--- src/rtl/data_mem_arbiter_if.sv ---
//------------------------------------------------------------------------------
// Module : data_mem_arbiter_if
// Brief  : Requester ports A/B and data memory bus for data_mem_arbiter.
// Rev    : 1.0
//------------------------------------------------------------------------------
`default_nettype none

interface data_mem_arbiter_if;
    logic        a_req;
    logic        a_we;
    logic [15:0] a_addr;
    logic [15:0] a_wdata;
    logic        a_ack;
    logic [15:0] a_rdata;

    logic        b_req;
    logic        b_we;
    logic [15:0] b_addr;
    logic [15:0] b_wdata;
    logic        b_ack;
    logic [15:0] b_rdata;

    logic        mem_rd;
    logic        mem_write;
    logic [15:0] mem_addr;
    logic [15:0] wr_data;
    logic [15:0] rd_data;
    logic        busy;

    // Requesters and the memory, seen from outside the arbiter.
    modport master (
        output a_req, a_we, a_addr, a_wdata,
        input  a_ack, a_rdata,
        output b_req, b_we, b_addr, b_wdata,
        input  b_ack, b_rdata,
        input  mem_rd, mem_write, mem_addr, wr_data, busy,
        output rd_data
    );

    modport slave (
        input  a_req, a_we, a_addr, a_wdata,
        output a_ack, a_rdata,
        input  b_req, b_we, b_addr, b_wdata,
        output b_ack, b_rdata,
        output mem_rd, mem_write, mem_addr, wr_data, busy,
        input  rd_data
    );
endinterface

`default_nettype wire

--- src/rtl/data_mem_arbiter.sv ---
//------------------------------------------------------------------------------
// Module : data_mem_arbiter
// Brief  : Two-port (A/B) arbiter onto a single-port data memory, fixed
//          3-cycle IDLE/ACCESS/RESP sequence. DATA_MEM_ARB_ROUND_ROBIN_EN
//          selects round-robin tie-break; otherwise port A has fixed priority.
// Rev    : 1.0
//------------------------------------------------------------------------------
`default_nettype none

module data_mem_arbiter (
    input  logic              clk,
    input  logic              rst_n,
    data_mem_arbiter_if.slave bus
);
    typedef enum logic [1:0] {
        IDLE   = 2'd0,
        ACCESS = 2'd1,
        RESP   = 2'd2
    } state_t;

    state_t      state_q, state_d;
    logic        id_q, id_d;         // winner: 0 = A, 1 = B
    logic        we_q, we_d;
    logic [15:0] addr_q, addr_d;
    logic [15:0] wdata_q, wdata_d;
    logic [15:0] a_rdata_q, a_rdata_d;
    logic [15:0] b_rdata_q, b_rdata_d;
    logic        a_ack_q, a_ack_d;
    logic        b_ack_q, b_ack_d;
    logic        grant_b;
    logic        any_req;
    logic        in_access;

    assign any_req   = bus.a_req | bus.b_req;
    assign in_access = (state_q == ACCESS);

`ifdef DATA_MEM_ARB_ROUND_ROBIN_EN
    logic last_b_q, last_b_d;

    // On a tie, B wins only if A was granted last.
    assign grant_b = bus.b_req & (~bus.a_req | ~last_b_q);

    always_comb begin
        last_b_d = last_b_q;
        if ((state_q == IDLE) && any_req) begin
            last_b_d = grant_b;
        end
    end

    always_ff @(posedge clk) begin
        if (!rst_n) begin
            last_b_q <= 1'b1;
        end else begin
            last_b_q <= last_b_d;
        end
    end
`else
    assign grant_b = bus.b_req & ~bus.a_req;
`endif

    always_comb begin
        state_d   = state_q;
        id_d      = id_q;
        we_d      = we_q;
        addr_d    = addr_q;
        wdata_d   = wdata_q;
        a_rdata_d = a_rdata_q;
        b_rdata_d = b_rdata_q;
        a_ack_d   = 1'b0;
        b_ack_d   = 1'b0;
        case (state_q)
            IDLE: begin
                if (any_req) begin
                    state_d = ACCESS;
                    id_d    = grant_b;
                    we_d    = grant_b ? bus.b_we    : bus.a_we;
                    addr_d  = grant_b ? bus.b_addr  : bus.a_addr;
                    wdata_d = grant_b ? bus.b_wdata : bus.a_wdata;
                end
            end
            ACCESS: begin
                state_d = RESP;
                a_ack_d = ~id_q;
                b_ack_d = id_q;
                if (!we_q) begin
                    if (id_q) begin
                        b_rdata_d = bus.rd_data;
                    end else begin
                        a_rdata_d = bus.rd_data;
                    end
                end
            end
            RESP:    state_d = IDLE;
            default: state_d = IDLE;
        endcase
    end

    always_ff @(posedge clk) begin
        if (!rst_n) begin
            state_q   <= IDLE;
            id_q      <= 1'b0;
            we_q      <= 1'b0;
            addr_q    <= 16'h0000;
            wdata_q   <= 16'h0000;
            a_rdata_q <= 16'h0000;
            b_rdata_q <= 16'h0000;
            a_ack_q   <= 1'b0;
            b_ack_q   <= 1'b0;
        end else begin
            state_q   <= state_d;
            id_q      <= id_d;
            we_q      <= we_d;
            addr_q    <= addr_d;
            wdata_q   <= wdata_d;
            a_rdata_q <= a_rdata_d;
            b_rdata_q <= b_rdata_d;
            a_ack_q   <= a_ack_d;
            b_ack_q   <= b_ack_d;
        end
    end

    // Strobes are gated by rst_n so a reset landing on ACCESS cannot write.
    assign bus.mem_rd    = rst_n & in_access & ~we_q;
    assign bus.mem_write = rst_n & in_access & we_q;
    assign bus.mem_addr  = in_access ? addr_q : 16'h0000;
    assign bus.wr_data   = (in_access & we_q) ? wdata_q : 16'h0000;
    assign bus.busy      = (state_q != IDLE);
    assign bus.a_ack     = a_ack_q;
    assign bus.b_ack     = b_ack_q;
    assign bus.a_rdata   = a_rdata_q;
    assign bus.b_rdata   = b_rdata_q;

endmodule

`default_nettype wire

--- src/flat_wrapper.sv ---
// flat-port wrapper written by rule: the top's interface ports become plain ports
module data_mem_arbiter_flat 
  (clk, rst_n, bus_a_req, bus_a_we, bus_a_addr, bus_a_wdata, bus_a_ack, bus_a_rdata, bus_b_req, bus_b_we, bus_b_addr, bus_b_wdata, bus_b_ack, bus_b_rdata, bus_mem_rd, bus_mem_write, bus_mem_addr, bus_wr_data, bus_busy, bus_rd_data);
  data_mem_arbiter_if bus_i ();
  input  logic clk;
  input  logic rst_n;
  input wire logic [$bits(bus_i.a_req)-1:0] bus_a_req;
  input wire logic [$bits(bus_i.a_we)-1:0] bus_a_we;
  input wire logic [$bits(bus_i.a_addr)-1:0] bus_a_addr;
  input wire logic [$bits(bus_i.a_wdata)-1:0] bus_a_wdata;
  output wire logic [$bits(bus_i.a_ack)-1:0] bus_a_ack;
  output wire logic [$bits(bus_i.a_rdata)-1:0] bus_a_rdata;
  input wire logic [$bits(bus_i.b_req)-1:0] bus_b_req;
  input wire logic [$bits(bus_i.b_we)-1:0] bus_b_we;
  input wire logic [$bits(bus_i.b_addr)-1:0] bus_b_addr;
  input wire logic [$bits(bus_i.b_wdata)-1:0] bus_b_wdata;
  output wire logic [$bits(bus_i.b_ack)-1:0] bus_b_ack;
  output wire logic [$bits(bus_i.b_rdata)-1:0] bus_b_rdata;
  output wire logic [$bits(bus_i.mem_rd)-1:0] bus_mem_rd;
  output wire logic [$bits(bus_i.mem_write)-1:0] bus_mem_write;
  output wire logic [$bits(bus_i.mem_addr)-1:0] bus_mem_addr;
  output wire logic [$bits(bus_i.wr_data)-1:0] bus_wr_data;
  output wire logic [$bits(bus_i.busy)-1:0] bus_busy;
  input wire logic [$bits(bus_i.rd_data)-1:0] bus_rd_data;
  assign bus_i.a_req = bus_a_req;
  assign bus_i.a_we = bus_a_we;
  assign bus_i.a_addr = bus_a_addr;
  assign bus_i.a_wdata = bus_a_wdata;
  assign bus_a_ack = bus_i.a_ack;
  assign bus_a_rdata = bus_i.a_rdata;
  assign bus_i.b_req = bus_b_req;
  assign bus_i.b_we = bus_b_we;
  assign bus_i.b_addr = bus_b_addr;
  assign bus_i.b_wdata = bus_b_wdata;
  assign bus_b_ack = bus_i.b_ack;
  assign bus_b_rdata = bus_i.b_rdata;
  assign bus_mem_rd = bus_i.mem_rd;
  assign bus_mem_write = bus_i.mem_write;
  assign bus_mem_addr = bus_i.mem_addr;
  assign bus_wr_data = bus_i.wr_data;
  assign bus_busy = bus_i.busy;
  assign bus_i.rd_data = bus_rd_data;
  data_mem_arbiter u_core (.clk(clk), .rst_n(rst_n), .bus(bus_i));
endmodule
--- config.mk ---
export PLATFORM = sky130hd
export DESIGN_NAME = data_mem_arbiter_flat
export DESIGN_NICKNAME = d
export VERILOG_FILES = /design/src/rtl/data_mem_arbiter_if.sv /design/src/rtl/data_mem_arbiter.sv /design/src/flat_wrapper.sv
export SDC_FILE = /design/constraint.sdc
export NUM_CORES = 1
export LEC_CHECK = 0
export CAP_MARGIN = 20
export CORE_MARGIN = 1.5
export CORE_UTILIZATION = 45
export DETAILED_ROUTE_END_ITERATION = 6
export GPL_TIMING_DRIVEN = 1
export HOLD_SLACK_MARGIN = 0.02
export PLACE_DENSITY = 0.83
export SLEW_MARGIN = 5
export SYNTH_ARGS = -nofsm -noshare
export SYNTH_HDL_FRONTEND = slang
export SYNTH_SLANG_ARGS = --single-unit
--- constraint.sdc ---
create_clock -name clk -period 3.2 [get_ports clk]
set_clock_uncertainty 0.05 [all_clocks]
set_input_delay 0.8 -clock clk [delete_from_list [all_inputs] [get_ports clk]]
set_output_delay 0.8 -clock clk [all_outputs]
set_load 0.05 [all_outputs]
==> Word level (Yosys, flattened, before mapping) <==
Index checks and enable logic that the tools add are counted.
{ "classes": {"n_shift": 0, "n_reduce_logical": 6, "mul": 0, "n_lt_le_gt_ge": 0, "n_bitwise": 9, "n_eq_ne": 2, "div": 0, "add_sub_neg": 0, "n_mux": 7} }
{ "ops": {"columns": ["operator", "count"], "rows": [
  ["$mux W16", 4],
  ["$reduce_and A3 Y1", 2],
  ["$and A1 B1 Y1", 5],
  ["$pmux W2 S2", 1],
  ["$reduce_and A2 Y1", 2],
  ["$not A1 Y1", 3],
  ["$eq A2 B1 Y1 const B", 1],
  ["$logic_not A2 Y1", 1],
  ["$mux W2", 1],
  ["$ne A2 B1 Y1 const B", 1],
  ["$reduce_bool A2 Y1", 1],
  ["$mux W1", 1],
  ["$or A1 B1 Y1", 1]
]} }
{ "totals": {"out_inout_bits": 69, "memories": 0, "ff_bits": 70, "romBits": 0, "input_bits": 86, "word_cells": 33, "ram_bits": 0, "latchBits": 0} }

==> Logic depth before layout (Yosys ltp) <==
Gate-level depths: netlist (run 1).
{ "logic_depth": {"word_depth": 3, "ltp_mapped": 6, "mapped_depth_nobuf": 4} }

==> Least setup slack after synthesis (run 1) <==
No wires, ideal clock.
{ "synth_path": {"path_type": "input port to output port", "start": "in rst_n", "end": "out bus_mem_rd", "path_stages": 5, "n_path_buf": 3, "required_ps": 2350, "t_arrival_ps": 2125, "slack_ps": 225, "cell_sequence": "clkbuf_1 buf_2 buf_2 nand2_1 nor2_1"} }
{ "synth_via": {"elab_chain_cells": 2} }
{ "synth_lines": {"columns": ["element", "line_no", "source"], "rows": [
  ["start, declared", "flat_wrapper.sv:6", "input logic rst_n;"],
  ["$and A1 B1 Y1 (2 in series)", "data_mem_arbiter.sv:123", "assign bus.mem_rd = rst_n & in_access & ~we_q;"],
  ["end, declared", "flat_wrapper.sv:19", "output wire logic [$bits(bus_i.mem_rd)-1:0] bus_mem_rd;"]
]} }
No other way between the ends.

==> Worst setup path after layout (run 1) <==
{ "layout_path": {"start": "reg u_core.we_q", "end": "out bus_wr_data[14]"} }
{ "layout_via": {"elab_chain_cells": 2} }
{ "layout_lines": {"columns": ["element", "line_no", "source"], "rows": [
  ["start, declared", "data_mem_arbiter.sv:23", "logic we_q, we_d;"],
  ["start signal, assigned", "data_mem_arbiter.sv:112", "we_q <= we_d;"],
  ["$and A1 B1 Y1", "data_mem_arbiter.sv:126", "assign bus.wr_data = (in_access & we_q) ? wdata_q : 16'h0000;"],
  ["$mux W16", "data_mem_arbiter.sv:126", null],
  ["end, declared", "flat_wrapper.sv:22", "output wire logic [$bits(bus_i.wr_data)-1:0] bus_wr_data;"]
]} }
No other way between the ends.

==> results of run 1 <==
==> logic make-up after synthesis <==
group                  after synthesis
AOI/OAI and AO/OA                  100
buffers and inverters               45
DFF                                 70
and+or+nand+nor                    177
==> metal layers <==
| layer | vias up | track usage [%] | wire (um) |
|---|---|---|---|
| met3 | 15 | 7.183 | 903 |
| met2 | 162 | 40.43 | 4509 |
| met5 | - | 0 | 0 |
| met4 | 0 | 9.375 | 156 |
| met1 | 1584 | 28.37 | 3770 |
| li1 | 1637 | - | - |
==> power by group through the flow <==
stage / clock network (mW) / registers [mW] / logic (mW)
finish: 0.730 / 0.978 / 0.569
global route: 0.779 / 0.985 / 0.611
CTS: 0.746 / 0.977 / 0.564
detailed placement: 0 / 0.996 / 0.562
global placement: 0 / 0.994 / 0.550
floorplan: 0 / 1.04 / 0.314
==> per-stage QoR <==
| step | cell area [sq um] | cells |
|---|---|---|
| floorplan | 3313 | 392 |
| global placement | 4838 | 612 |
| detailed placement | 4838 | 612 |
| CTS | 5047 | 628 |
| global route | 5075 | 629 |
| finish | 5075 | 629 |
==> path summary, 6_finish.rpt <==
path / slack [ns] / end / startpoint / cells past startpoint
max: 0.18 / bus_wr_data[14] / u_core.we_q / 2
min: 0.41 / u_core.bus.a_rdata[6] / u_core.bus.a_rdata[6] / 2
max reg2reg: 1.01 / u_core.wdata_q[3] / u_core.state_q[1] / 3
min reg2reg: 0.41 / u_core.bus.a_rdata[6] / u_core.bus.a_rdata[6] / 2
==> flip-flops by register name (all words and copies together), names as in the netlist <==
signal / flops
u_core.addr_q: 16
u_core.bus.a_rdata: 16
u_core.bus.b_rdata: 16
u_core.wdata_q: 16
u_core.state_q: 2
u_core.bus.a_ack: 1
u_core.bus.b_ack: 1
u_core.id_q: 1
u_core.we_q: 1
==> cell usage after synthesis, drive strengths merged (2+ instances only) <==
library cell,instances,area share [%]
a21oi,33,5.0
a311oi,33,14
and2,17,3.2
and3,19,3.6
buf,14,3.6
clkbuf,28,3.2
dfxtp,70,42
inv,3,0.34
nand2,99,11
nand3,32,4.8
nor2,4,0.53
nor2b,2,0.38
o21ai,32,6.0
==> worst max-delay path: cells and delay by family (launching register included) <==
kind	cells	cell delay (ns)
and+or+nand+nor	1	0.29
buffers and inverters	1	0.81
DFF	1	0.74
==> area by class of cell <==
| class | instances | area, sq um |
|---|---|---|
| Sequential cell | 70 | 1401 |
| Tap cell | 99 | 123.9 |
| Timing Repair Buffer | 164 | 1647 |
| Fill cell | 543 | 2101 |
| Clock inverter | 5 | 57.56 |
| Multi-Input combinational cell | 277 | 1683 |
| Clock buffer | 11 | 151.4 |
| Inverter | 3 | 11.26 |
==> results.tsv, run 1 <==
metric	value	unit
synthesized area	3313	sq um
TritonCTS clock tree	done	
logic gate share of total power	25.0	%
Core Area	7176	sq um
DR iter-0 viols	163	
Antenna diodes	0	
Clock transition at path regs	0.07	ns
P per Cell Area	448.7	nW/um^2
P_sw	0.6898	mW
Worst slew margin	35.36	%
unrepaired setup endpoints after global routing	no	
Initial Util	46.17	%
Yosys warnings	0	
first-pass GRT wire length	14630	um
DRT antenna net count	0	
Sink Count	70	
Int Power	1.587	mW
part of the power in the clock network	32.0	%
leakage	1.921	nW
GRT Total Usage	23.89	%
drt wl/cell	14.85	um
synth-to-layout area growth	53.17	%
initial antenna violation count	0	
post-synthesis instance total	392	
die height	88.81	um
commonest non-fill, non-tap cells in the layout	clkdlybuf4s50_1 (149), nand2_1 (99), dfxtp_1 (70)	
crit share post-route	94.43	%
RD Place Congestion	0.7480	
Place WS	0.4959	ns
critical path arrival	2.17	ns
DR vias	3398	
Post-synth EDFFs	0	
syn nets	478	
Clock Root Buffer	clkbuf_8	
Sw Ratio	30.29	%
Synth Area in Adders	0	%
sequential share of power	43.0	%
dominant register cell in the synthesized netlist	dfxtp_1	
num ports	155	
Die Wd	88.81	um
syn_area_per_cell	8.452	sq um
CP Capture Type	output pin	
total CTS buffers	9	
Synth Area in XOR/XNOR	0	%
drt drc	0	
crit path time final	3.022	ns
post-CTS resize count	0	
Hold WC Path Type	register to register	
commonest non-fill, non-tap cell in the layout	clkdlybuf4s50_1	
max-slew violation count	0	
vias in the first global route	3175	
largest family of logic cells by synthesized area	compound AO/OA/AOI/OAI gates	
final hold slack	0.4066	ns
Power, Total	2.277	mW
asr flop ratio synth	0	%
WP data required	2.35	ns
share of cells above drive strength 1	14.15	%
post-synthesis sequential area ratio	42.30	%
worst setup margin	0.1782	ns
highest net fanout along the worst path	21	
CP max stage cell	clkdlybuf4s50_1	
max-cap viol count	0	
layout net count	611	
post-layout util	70.72	%
final setup fails	0	
row cnt	31	
final wirelength	9340	um
worst-skew pair later-pin latency	0.33	ns
DP Wirelength	6465	um
total negative slack	0	ns
CTS Hold Bufs	0	
I/O Buffers	154	
maximum root-to-sink buffer count	2	
critical path, cell by cell	and3_1, clkdlybuf4s50_1	
DIE AREA	7886	sq um
Highest Clock Rate	330.9	MHz
H-tree levels	3	
Peak VDD IR	0.2139	mV
Final Hold Viols	0	
Via density	5.402	
largest net degree at the start of global routing	68	
Cell variety after synth	25	
CP Launch Type	register	
Worst Path Class, Setup	register to output pin	
Worst-Margin Slew	0.9696	ns
mux cell area share after synthesis	0	%
TritonRoute pass-1 iters	4	
postcts setup bufs	0	
synthesized flop and latch total	70	
complex-gate fraction of the synthesized area	25.79	%
status	finished clean	
CP max stage delay	0.81	ns
Synth Area in Simple Gates	24.81	%
grt ovf	0	
No activity file was read; power rests on OpenSTA's default activity.
==> inputs of run 2 (changes only) <==
--- a/config.mk
+++ b/config.mk
@@ -7,11 +7,11 @@
 export LEC_CHECK = 0
 export CAP_MARGIN = 20
 export CORE_MARGIN = 1.5
-export CORE_UTILIZATION = 45
+export CORE_UTILIZATION = 37
 export DETAILED_ROUTE_END_ITERATION = 6
 export GPL_TIMING_DRIVEN = 1
 export HOLD_SLACK_MARGIN = 0.02
-export PLACE_DENSITY = 0.83
+export PLACE_DENSITY = 0.72
 export SLEW_MARGIN = 5
 export SYNTH_ARGS = -nofsm -noshare
 export SYNTH_HDL_FRONTEND = slang
==> constraint.sdc (replaced) <==
create_clock -name clk -period 2.5 [get_ports clk]
set_clock_uncertainty 0.05 [all_clocks]
set_input_delay 0.625 -clock clk [delete_from_list [all_inputs] [get_ports clk]]
set_output_delay 0.625 -clock clk [all_outputs]
set_load 0.05 [all_outputs]
==> run 2 against run 1 <==
Compared with the run above:
- cell area rose by 6.3%
- non-clock buffer count rose by 1
- first-iteration DRC count fell by 42%
- critical path type unchanged
- global-route usage fell by 3.8 points
- total power rose by 28%
- register-to-register slack got worse by 0.50 ns
- highest routed layer unchanged
- critical endpoint is now bus_mem_rd
- sequential share of layout area fell by 1.6 points
==> results.tsv, run 2 (synthesis results as in run 1) <==
metric	value	unit	change
share of cells above drive strength 1	19.77	%	was 14.15%
area occupied by registers	1401	sq um	unchanged
CP Capture Type	output pin		unchanged
post-CTS resize count	0		unchanged
worst-skew pair later-pin latency	0.33	ns	about the same
highest net fanout along the worst path	34		was 21
non-filler cells, final	639		was 629
Die Wd	97.63	um	was 88.81 um
CP Launch Type	register		unchanged
drt drc	0		unchanged
synth-to-layout area growth	62.84	%	was 53.17%
worst setup margin	0.1742	ns	was 0.1782 ns
final wirelength	9463	um	was 9340 um
drt wl/cell	14.81	um	was 14.85 um
status	finished clean		unchanged
Final Hold Viols	0		unchanged
Clock Root Buffer	clkbuf_8		unchanged
P per Cell Area	540.2	nW/um^2	was 448.7 nW/um^2
Worst Path Class, Setup	register to output pin		unchanged
Via density	5.141		was 5.402
crit share post-route	93.03	%	
commonest non-fill, non-tap cell in the layout	clkdlybuf4s50_1		unchanged
Place WS	-0.02932	ns	was 0.4959 ns
max-cap viol count	0		unchanged
Highest Clock Rate	430.0	MHz	
vias in the first global route	3180		was 3,175
Initial Util	38.18	%	was 46.17%
crit path time final	2.326	ns	
largest net degree at the start of global routing	69		was 68
WP data required	1.82	ns	was 2.35 ns
TritonRoute pass-1 iters	4		unchanged
Hold WC Path Type	register to register		unchanged
leakage	2.064	nW	was 1.921 nW
DRT antenna net count	0		unchanged
TritonCTS clock tree	done		unchanged
Worst-Margin Slew	0.9485	ns	was 0.9696 ns
Fillers	763		was 543
row cnt	34		was 31
RD Place Congestion	0.7744		was 0.7480
grt ovf	0		unchanged
post-layout util	62.17	%	was 70.72%
GRT Total Usage	20.08	%	was 23.89%
DP Wirelength	6613	um	was 6465 um
Sink Count	70		unchanged
Antenna diodes	0		unchanged
initial antenna violation count	0		unchanged
num ports	155		unchanged
maximum root-to-sink buffer count	2		unchanged
total CTS buffers	9		unchanged
unrepaired setup endpoints after global routing	no		unchanged
die height	97.63	um	was 88.81 um
first-pass GRT wire length	15430	um	was 14,630 um
DIE AREA	9532	sq um	was 7886 sq um
layout net count	612		was 611
Multi-input gate area	1685	sq um	was 1683 sq um
H-tree levels	3		unchanged
DP Cell Count	623		was 612
Core Area	8678	sq um	was 7176 sq um
CTS Hold Bufs	0		unchanged
commonest non-fill, non-tap cells in the layout	clkdlybuf4s50_1 (118), nand2_1 (99), dfxtp_1 (70)		was clkdlybuf4s50_1 (149), nand2_1 (99), dfxtp_1 (70)
I/O Buffers	154		unchanged
DR iter-0 viols	94		was 163
postcts setup bufs	0		unchanged
Power, Total	2.914	mW	was 2.277 mW
critical path arrival	1.65	ns	was 2.17 ns
Worst slew margin	36.77	%	was 35.36%
final setup fails	0		unchanged
Clock transition at path regs	0.07	ns	about the same
Peak VDD IR	0.2842	mV	was 0.2139 mV
max-slew violation count	0		unchanged
DR vias	3285		was 3,398
-- run 2: changes by cell type in the layout (fill, tap and decap cells not counted), sizes merged --
cell           change
inv                -1
buf               +32
clkdlybuf4s50     -31
clkinvlp           -3
clkinv             +2
clkbuf             +2
-- run 2: worst max-delay path: stages, from the launching register on --
cell and delay (ns):
dfxtp_1 0.37, nor2b_2 0.17, buf_4 0.31, nand2_1 0.16, nor2_2 0.15, buf_12 0.15
-- run 2: report_power, final --
part           switching, mW  internal, mW  total (mW)
sequential            0.0501          1.20        1.25
clock                  0.407         0.490       0.897
combinational          0.419         0.348       0.766
-- run 2: final cells by class --
| type | count | area share [%] |
|---|---|---|
| repair buffers | 165 | 36.50 |
| clock inverters | 3 | 0.8117 |
| clock buffers | 13 | 2.760 |
| well taps | 108 | 2.505 |
| inverters | 3 | 0.2087 |
| flip-flops and latches | 70 | 25.97 |
| multi-input cells | 277 | 31.24 |
-- run 2: routing by layer --
layer	global-route usage (%)	vias up	part of all wire, %
li1	-	1636	-
met1	24.88	1511	44
met2	32.48	129	46
met3	6.835	9	8.9
met4	7.033	0	1.2
met5	0	-	0
-- run 2: worst paths after layout --
kind / startpoint / end / slack (ns) / cells past startpoint
hold / removal: u_core.bus.b_rdata[5] / u_core.bus.b_rdata[5] / 0.41 / 2
hold reg to reg: u_core.bus.b_rdata[5] / u_core.bus.b_rdata[5] / 0.41 / 2
setup / recovery: u_core.state_q[0] / bus_mem_rd / 0.17 / 5
setup reg to reg: u_core.we_q / u_core.bus.b_rdata[6] / 0.51 / 2
-- run 2: through the flow --
| stage | cell area, sq um | TNS [ns] | hold slack (ns) |
|---|---|---|---|
| 2_1_floorplan | 3316 | 0 | 0.3731 |
| 3_3_place_gp | 5202 | 0 | 0.3942 |
| 3_5_place_dp | 5202 | -0.1262 | 0.3997 |
| 4_1_cts | 5395 | 0 | 0.4111 |
| 5_1_grt | 5395 | 0 | 0.4319 |
| 6_report | 5395 | 0 | 0.4091 |
==> inputs of run 3 (changes only) <==
--- a/config.mk
+++ b/config.mk
@@ -9,7 +9,6 @@
 export CORE_MARGIN = 1.5
 export CORE_UTILIZATION = 37
 export DETAILED_ROUTE_END_ITERATION = 6
-export GPL_TIMING_DRIVEN = 1
 export HOLD_SLACK_MARGIN = 0.02
 export PLACE_DENSITY = 0.72
 export SLEW_MARGIN = 5
==> results of run 3 <==
Final layout, timing and power as in run 2 (identical DEF).
